### config.mk
export PLATFORM = sky130hd
export DESIGN_NAME = demux1_32_flat
export DESIGN_NICKNAME = d
export VERILOG_FILES = /design/src/rtl/demux1_32_pkg.sv /design/src/rtl/demux1_32_if.sv /design/src/rtl/demux1_32_decoder.sv /design/src/rtl/demux1_32.sv /design/src/flat_wrapper.sv
export SDC_FILE = /design/constraint.sdc
export NUM_CORES = 1
export LEC_CHECK = 0
export ABC_CLOCK_PERIOD_IN_PS = 820
export CORE_AREA = 3 3 54 56
export CTS_BUF_LIST = sky130_fd_sc_hd__clkbuf_8
export DETAILED_ROUTE_END_ITERATION = 6
export DIE_AREA = 0 0 57 59
export GPL_ROUTABILITY_DRIVEN = 0
export PLACE_DENSITY_LB_ADDON = 0.15
export SLEW_MARGIN = 20
export SYNTH_ARGS = -nofsm -noshare
export SYNTH_HDL_FRONTEND = slang
export SYNTH_SLANG_ARGS = --single-unit
### constraint.sdc
create_clock -name clk -period 0.82 [get_ports clk]
set_input_delay 0.164 -clock clk [delete_from_list [all_inputs] [get_ports clk]]
set_output_delay 0.164 -clock clk [all_outputs]
set_load 0.005 [all_outputs]
### src/rtl/demux1_32_pkg.sv
// Shared sizing constants and the one-hot decode helper for the demux1_32 slice.
package demux1_32_pkg;

  localparam int N_OUT_DEFAULT = 32;
  localparam int SEL_W_DEFAULT = 5;

  // An out-of-range or unknown sel makes the compare false, so the result stays all-zero.
  function automatic logic [N_OUT_DEFAULT-1:0] onehot_decode(
    input logic [SEL_W_DEFAULT-1:0] sel,
    input logic                     in,
    input int                       n_out
  );
    logic [N_OUT_DEFAULT-1:0] result;
    result = '0;
    if ({1'b0, sel} < 6'(n_out)) begin
      result[sel] = in;
    end
    return result;
  endfunction

endpackage

### src/rtl/demux1_32_if.sv
// Steering bus for demux1_32: data bit, lane select and registered lane outputs.
// Carries the optional enable when DEMUX1_32_GATE_EN is defined.
interface demux1_32_if
  import demux1_32_pkg::*;
#(
  parameter int N_OUT = N_OUT_DEFAULT
);
  localparam int SEL_W = $clog2(N_OUT);

  logic             in;
  logic [SEL_W-1:0] sel;
`ifdef DEMUX1_32_GATE_EN
  logic             en;
`endif
  logic [N_OUT-1:0] y;

`ifdef DEMUX1_32_GATE_EN
  modport master (output in, output sel, output en, input y);
  modport slave  (input in, input sel, input en, output y);
`else
  modport master (output in, output sel, input y);
  modport slave  (input in, input sel, output y);
`endif

endinterface

### src/rtl/demux1_32_decoder.sv
// Combinational lane decoder: maps in/sel to the N_OUT-bit next-state vector.
module demux_decoder
  import demux1_32_pkg::*;
#(
  parameter int N_OUT = N_OUT_DEFAULT,
  parameter int SEL_W = $clog2(N_OUT)
) (
  input  logic             in,
  input  logic [SEL_W-1:0] sel,
  output logic [N_OUT-1:0] y_next
);

  logic [N_OUT_DEFAULT-1:0] full_decode;

  assign full_decode = onehot_decode(SEL_W_DEFAULT'(sel), in, N_OUT);

  generate
    for (genvar gi = 0; gi < N_OUT; gi++) begin : g_lane
      assign y_next[gi] = full_decode[gi];
    end
  endgenerate

endmodule

### src/rtl/demux1_32.sv
// 1-to-32 demultiplexer with a registered output; y carries at most one set bit.
// Optional DEMUX1_32_GATE_EN adds an enable that holds y when low.
module demux1_32
  import demux1_32_pkg::*;
#(
  parameter int N_OUT = N_OUT_DEFAULT
) (
  input  logic        clk,
  input  logic        rst_n,
  demux1_32_if.slave  bus
);

  logic [N_OUT-1:0] y_next;
  logic [N_OUT-1:0] y_reg;

  demux_decoder #(
    .N_OUT (N_OUT)
  ) u_decoder (
    .in     (bus.in),
    .sel    (bus.sel),
    .y_next (y_next)
  );

  // Reset wins over the enable at the same edge.
  always_ff @(posedge clk) begin
    if (!rst_n) begin
      y_reg <= '0;
    end else begin
`ifdef DEMUX1_32_GATE_EN
      if (bus.en) begin
        y_reg <= y_next;
      end
`else
      y_reg <= y_next;
`endif
    end
  end

  assign bus.y = y_reg;

endmodule

### src/flat_wrapper.sv
// flat-port wrapper written by rule: the top's interface ports become plain ports
module demux1_32_flat import demux1_32_pkg::*;
#(
  parameter int N_OUT = N_OUT_DEFAULT
)
  (clk, rst_n, bus_in, bus_sel, bus_y);
  demux1_32_if #(.N_OUT(N_OUT)) bus_i ();
  input  logic clk;
  input  logic rst_n;
  input wire logic [$bits(bus_i.in)-1:0] bus_in;
  input wire logic [$bits(bus_i.sel)-1:0] bus_sel;
  output wire logic [$bits(bus_i.y)-1:0] bus_y;
  assign bus_i.in = bus_in;
  assign bus_i.sel = bus_sel;
  assign bus_y = bus_i.y;
  demux1_32 #(.N_OUT(N_OUT)) u_core (.clk(clk), .rst_n(rst_n), .bus(bus_i));
endmodule
; ---- Word level (Yosys, flattened, before mapping)
; Cells that the tools add are included.
[op_classes]
n_lt_le_gt_ge = 2
muxes = 2
n_bitwise = 1
n_reduce_logical = 1
[op_table]
columns = cell, n
row1 = bitwise AND 32 bit, 1
row2 = less-than comparator 5 x 6 -> 1 bit (second input constant), 1
row3 = demux 1 bit (select 5 bit), 1
row4 = greater-or-equal comparator 5 x 1 -> 1 bit (second input constant), 1
row5 = logical AND 1 bit, 1
row6 = two-way mux 1 bit, 1
[totals]
regBits = 32
output_inout_bits = 32
wordCells = 7

; ---- Logic depth before layout (Yosys ltp)
[logic_depth]
ltp_word = 5
mapped_depth = 3
depth_no_buf = 2

; ---- Hierarchy
; Synthesis repeated with hierarchy kept, for this count alone.
[hier_totals]
cells_unflattened = 114
hier_area_um2 = 1126.1
[modules_own_cells]
columns = module, instances, cells_per_inst, area_each_um2, seq_area_each_um2
row1 = demux1_32, 1, 67, 895.9, 640.6
row2 = demux_decoder, 1, 47, 230.2, 0.0

; ---- Least setup slack after synthesis
; Ideal clock, no wire load.
[synth_path]
path_type = input to register
from = in bus_sel[2]
to = reg u_core.y_reg[17], in the netlist u_core.bus.y[17]
setup_ns = 0.071
arrival_ns = 0.675
required_ns = 0.749
setup_slack_ns = 0.073
cell_stages = 2
path_cell_list = or3b_1 > nor2_1
[synth_between]
elab_chain_cells = 5
elab_cells_between_ends = 6
[synth_rtl]
columns = element, line_no
row1 = "start, declared", flat_wrapper.sv:11  ; input wire logic [$bits(bus_i.sel)-1:0] bus_sel;
row2 = less-than comparator 5 x 6 -> 1 bit (not written as such) / greater-or-equal comparator 5 x 1 -> 1 bit (equally long branches), demux1_32_pkg.sv:16  ; result[sel] = in;
row3 = logical AND 1 bit (not written as such), demux1_32_pkg.sv:16
row4 = two-way mux 1 bit (not written as such), demux1_32_pkg.sv:16
row5 = demux 1 bit (select 5 bit) (*), demux1_32_pkg.sv:16
row6 = bitwise AND 32 bit (no line) (*), n/a
row7 = "end signal, assigned", demux1_32.sv:34  ; y_reg <= y_next;
row8 = "end, declared", demux1_32.sv:14  ; logic [N_OUT-1:0] y_reg;
; Mark *: on every way between the ends. The rest lies on a longest branch, timed or not.
; A chain may end at the register's enable or synchronous reset.

; ---- Worst setup path after layout
[layout_path]
from = reg u_core.y_reg[13], in the netlist u_core.bus.y[13]
to = out bus_y[13]
[layout_lines]
columns = element, line_no
row1 = "end, declared", flat_wrapper.sv:12  ; output wire logic [$bits(bus_i.y)-1:0] bus_y;
; No word-level cell between the ends.

==> results.sh <==
export IMPL_hold_path_class="input pin to register"
export IMPL_dieArea_sq_um=3360
export IMPL_vias=706
export IMPL_fmax_mhz=1150
export IMPL_cp_depth=1
export IMPL_worst_pin_slew_ns=0.198
export IMPL_gr_total_overflow=0
export IMPL_powerDensity_nw_per_um2=2110
export IMPL_finalSetupViolCount=32
export IMPL_coreArea_sq_um=2480
export IMPL_cts_root_buffer="clkbuf_8"
export IMPL_numPortBuffers=39
export IMPL_syn_area_sq_um=860
export IMPL_cap_viol_max_count=0
export IMPL_final_cell_mix="nor2_1 (32), buf_2 (27), dfxtp_1 (24), buf_4 (11), dfxtp_2 (8)"
export IMPL_min_period_ns=0.867
export IMPL_slew_headroom_pct=86.8
export IMPL_cts_setup_buffers=0
export IMPL_tns_ns=-0.942
export IMPL_worst_path_buf_inv=1
export IMPL_cp_data_required_time_ns=0.66
export IMPL_status="complete, but fails checks"
export IMPL_grt_max_degree=10
export IMPL_viasPerCell=4.30
export IMPL_dp_hpwl_um=1400
export IMPL_initial_core_util_pct=34.7
export IMPL_final_common_cell="nor2_1"
export IMPL_hold_buffers=0
export IMPL_end_kind="output port"
export IMPL_final_nets=141
export IMPL_drive_gt1_share_pct=46.3
export IMPL_ys_ff_latch=32
export IMPL_path_cells="buf_6"
export IMPL_cts_buffer_depth=2
export IMPL_finalHoldWorstSlack_ns=0.400
export IMPL_slew_violations=0
export IMPL_yosys_cell_types_count=10
export IMPL_hold_depth=3
export IMPL_fin_ws_ns=-0.0468
export IMPL_rows=18
export IMPL_cts_tree="yes"
export IMPL_drcViolationCount=0
export IMPL_arrival_ns=0.70
export IMPL_path_max_fanout=1
export IMPL_die_w_um=57
export IMPL_slowest_delay_ns=0.32
export IMPL_routedWlPerCell_um=12.0
export IMPL_cpLargestDelayFamily="flip-flops"
export IMPL_placed_area_sq_um=1370
export IMPL_drtAntennaViolNets=0
export IMPL_hold_viol=0
export IMPL_synth_warnings=0
export IMPL_critPathKind="register to output port"
export IMPL_syn_nets=85
export IMPL_syn_to_final_growth_pct=57.9
export IMPL_grt_pass1_wl_um=3090
export IMPL_antenna_found_initial=0
export IMPL_slowest_stage="dfxtp_2"
export IMPL_fp_dieH_um=59
export IMPL_clk_pin_slew_ns=0.06
export IMPL_routed_wl_um=1970
export IMPL_leakage_nw=0.635
export IMPL_cts_sinks=32
export IMPL_vdd_ir_drop_worst_mv=1.54
export IMPL_cts_buffers=5
export IMPL_drt_pass1_iter_count=3
export IMPL_utilization_pct=54.8
export IMPL_rsz0062_at_grt="true"
export IMPL_avgSynthCellArea_sq_um=11.2
export IMPL_fin_crit_sh_pct=106
export IMPL_io_pins=40
export IMPL_synthCells=77
export IMPL_h_tree_depth=2
export IMPL_synth_seq_area_share_pct=74.5
export IMPL_grt_total_usage_pct=12.8
export IMPL_critPathLaunchType="register"
export IMPL_grt_pass1_vias=694
export IMPL_initialDrtViolationCount=11
export IMPL_postLayoutCellArea_sq_um=1360
export IMPL_violations="setup timing"
export IMPL_largest_reg_flops=32
export IMPL_diodes=0
==> report_power, final <==
part | internal, mW | switching [mW] | total, mW
Combinational | 0.0740 | 0.0667 | 0.141
Sequential | 1.56 | 0.00225 | 1.57
Clock | 0.657 | 0.506 | 1.16
Total | 2.30 | 0.575 | 2.87
==> cell usage after synthesis, drive strengths merged <==
cell     number  share of area, %
nand4bb       1               1.3
nand4         1              0.73
clkbuf        1              0.44
nand4b        2               2.0
dfxtp        32                75
nand3         1              0.58
nand3b        3               2.6
or3b          3               3.1
or3           1              0.73
nor2         32                14
==> cells by family (layout without fill, tap and decap cells) <==
group	count (synthesis)	after routing	share of synthesized area, %
buf+inv	1	58	0.436
flops	32	32	74.5
simple gates	44	44	25.0
==> metrics by stage <==
stage	power, mW	std cells	worst slack, ns
6_report	2.87	164	-0.0468
3_3_place_gp	1.74	156	-0.474
5_1_grt	3.01	164	-0.0937
3_5_place_dp	1.74	156	-0.487
2_1_floorplan	1.64	77	0.0732
4_1_cts	2.92	164	-0.0592
==> worst paths after layout <==
| path | from | to | slack (ns) |
|---|---|---|---|
| worst max-delay path | u_core.bus.y[13] | bus_y[13] | -0.05 |
| worst min-delay path | bus_sel[4] | u_core.bus.y[7] | 0.40 |
==> routing by layer <==
metal	wire length, um	GRT usage [%]	vias to the layer above
met1	790	14.2	314
li1	-	-	358
met3	218	6.97	5
met4	34	6.95	0
met5	0	0	-
met2	931	19.7	29
==> layout make-up <==
cell class	instances	area, sq um
clock inverters	2	7.51
clock buffers	6	82.6
flip-flops and latches	32	651
well taps	30	37.5
repair buffers	50	335
multi-input cells	44	244
fillers	239	1120
==> timing repair <==
action                     CTS  global route
setup endpoints to repair   64            32
resized for setup          142            11
pin swaps                    0             1
Power figures use the tool's default switching activity.
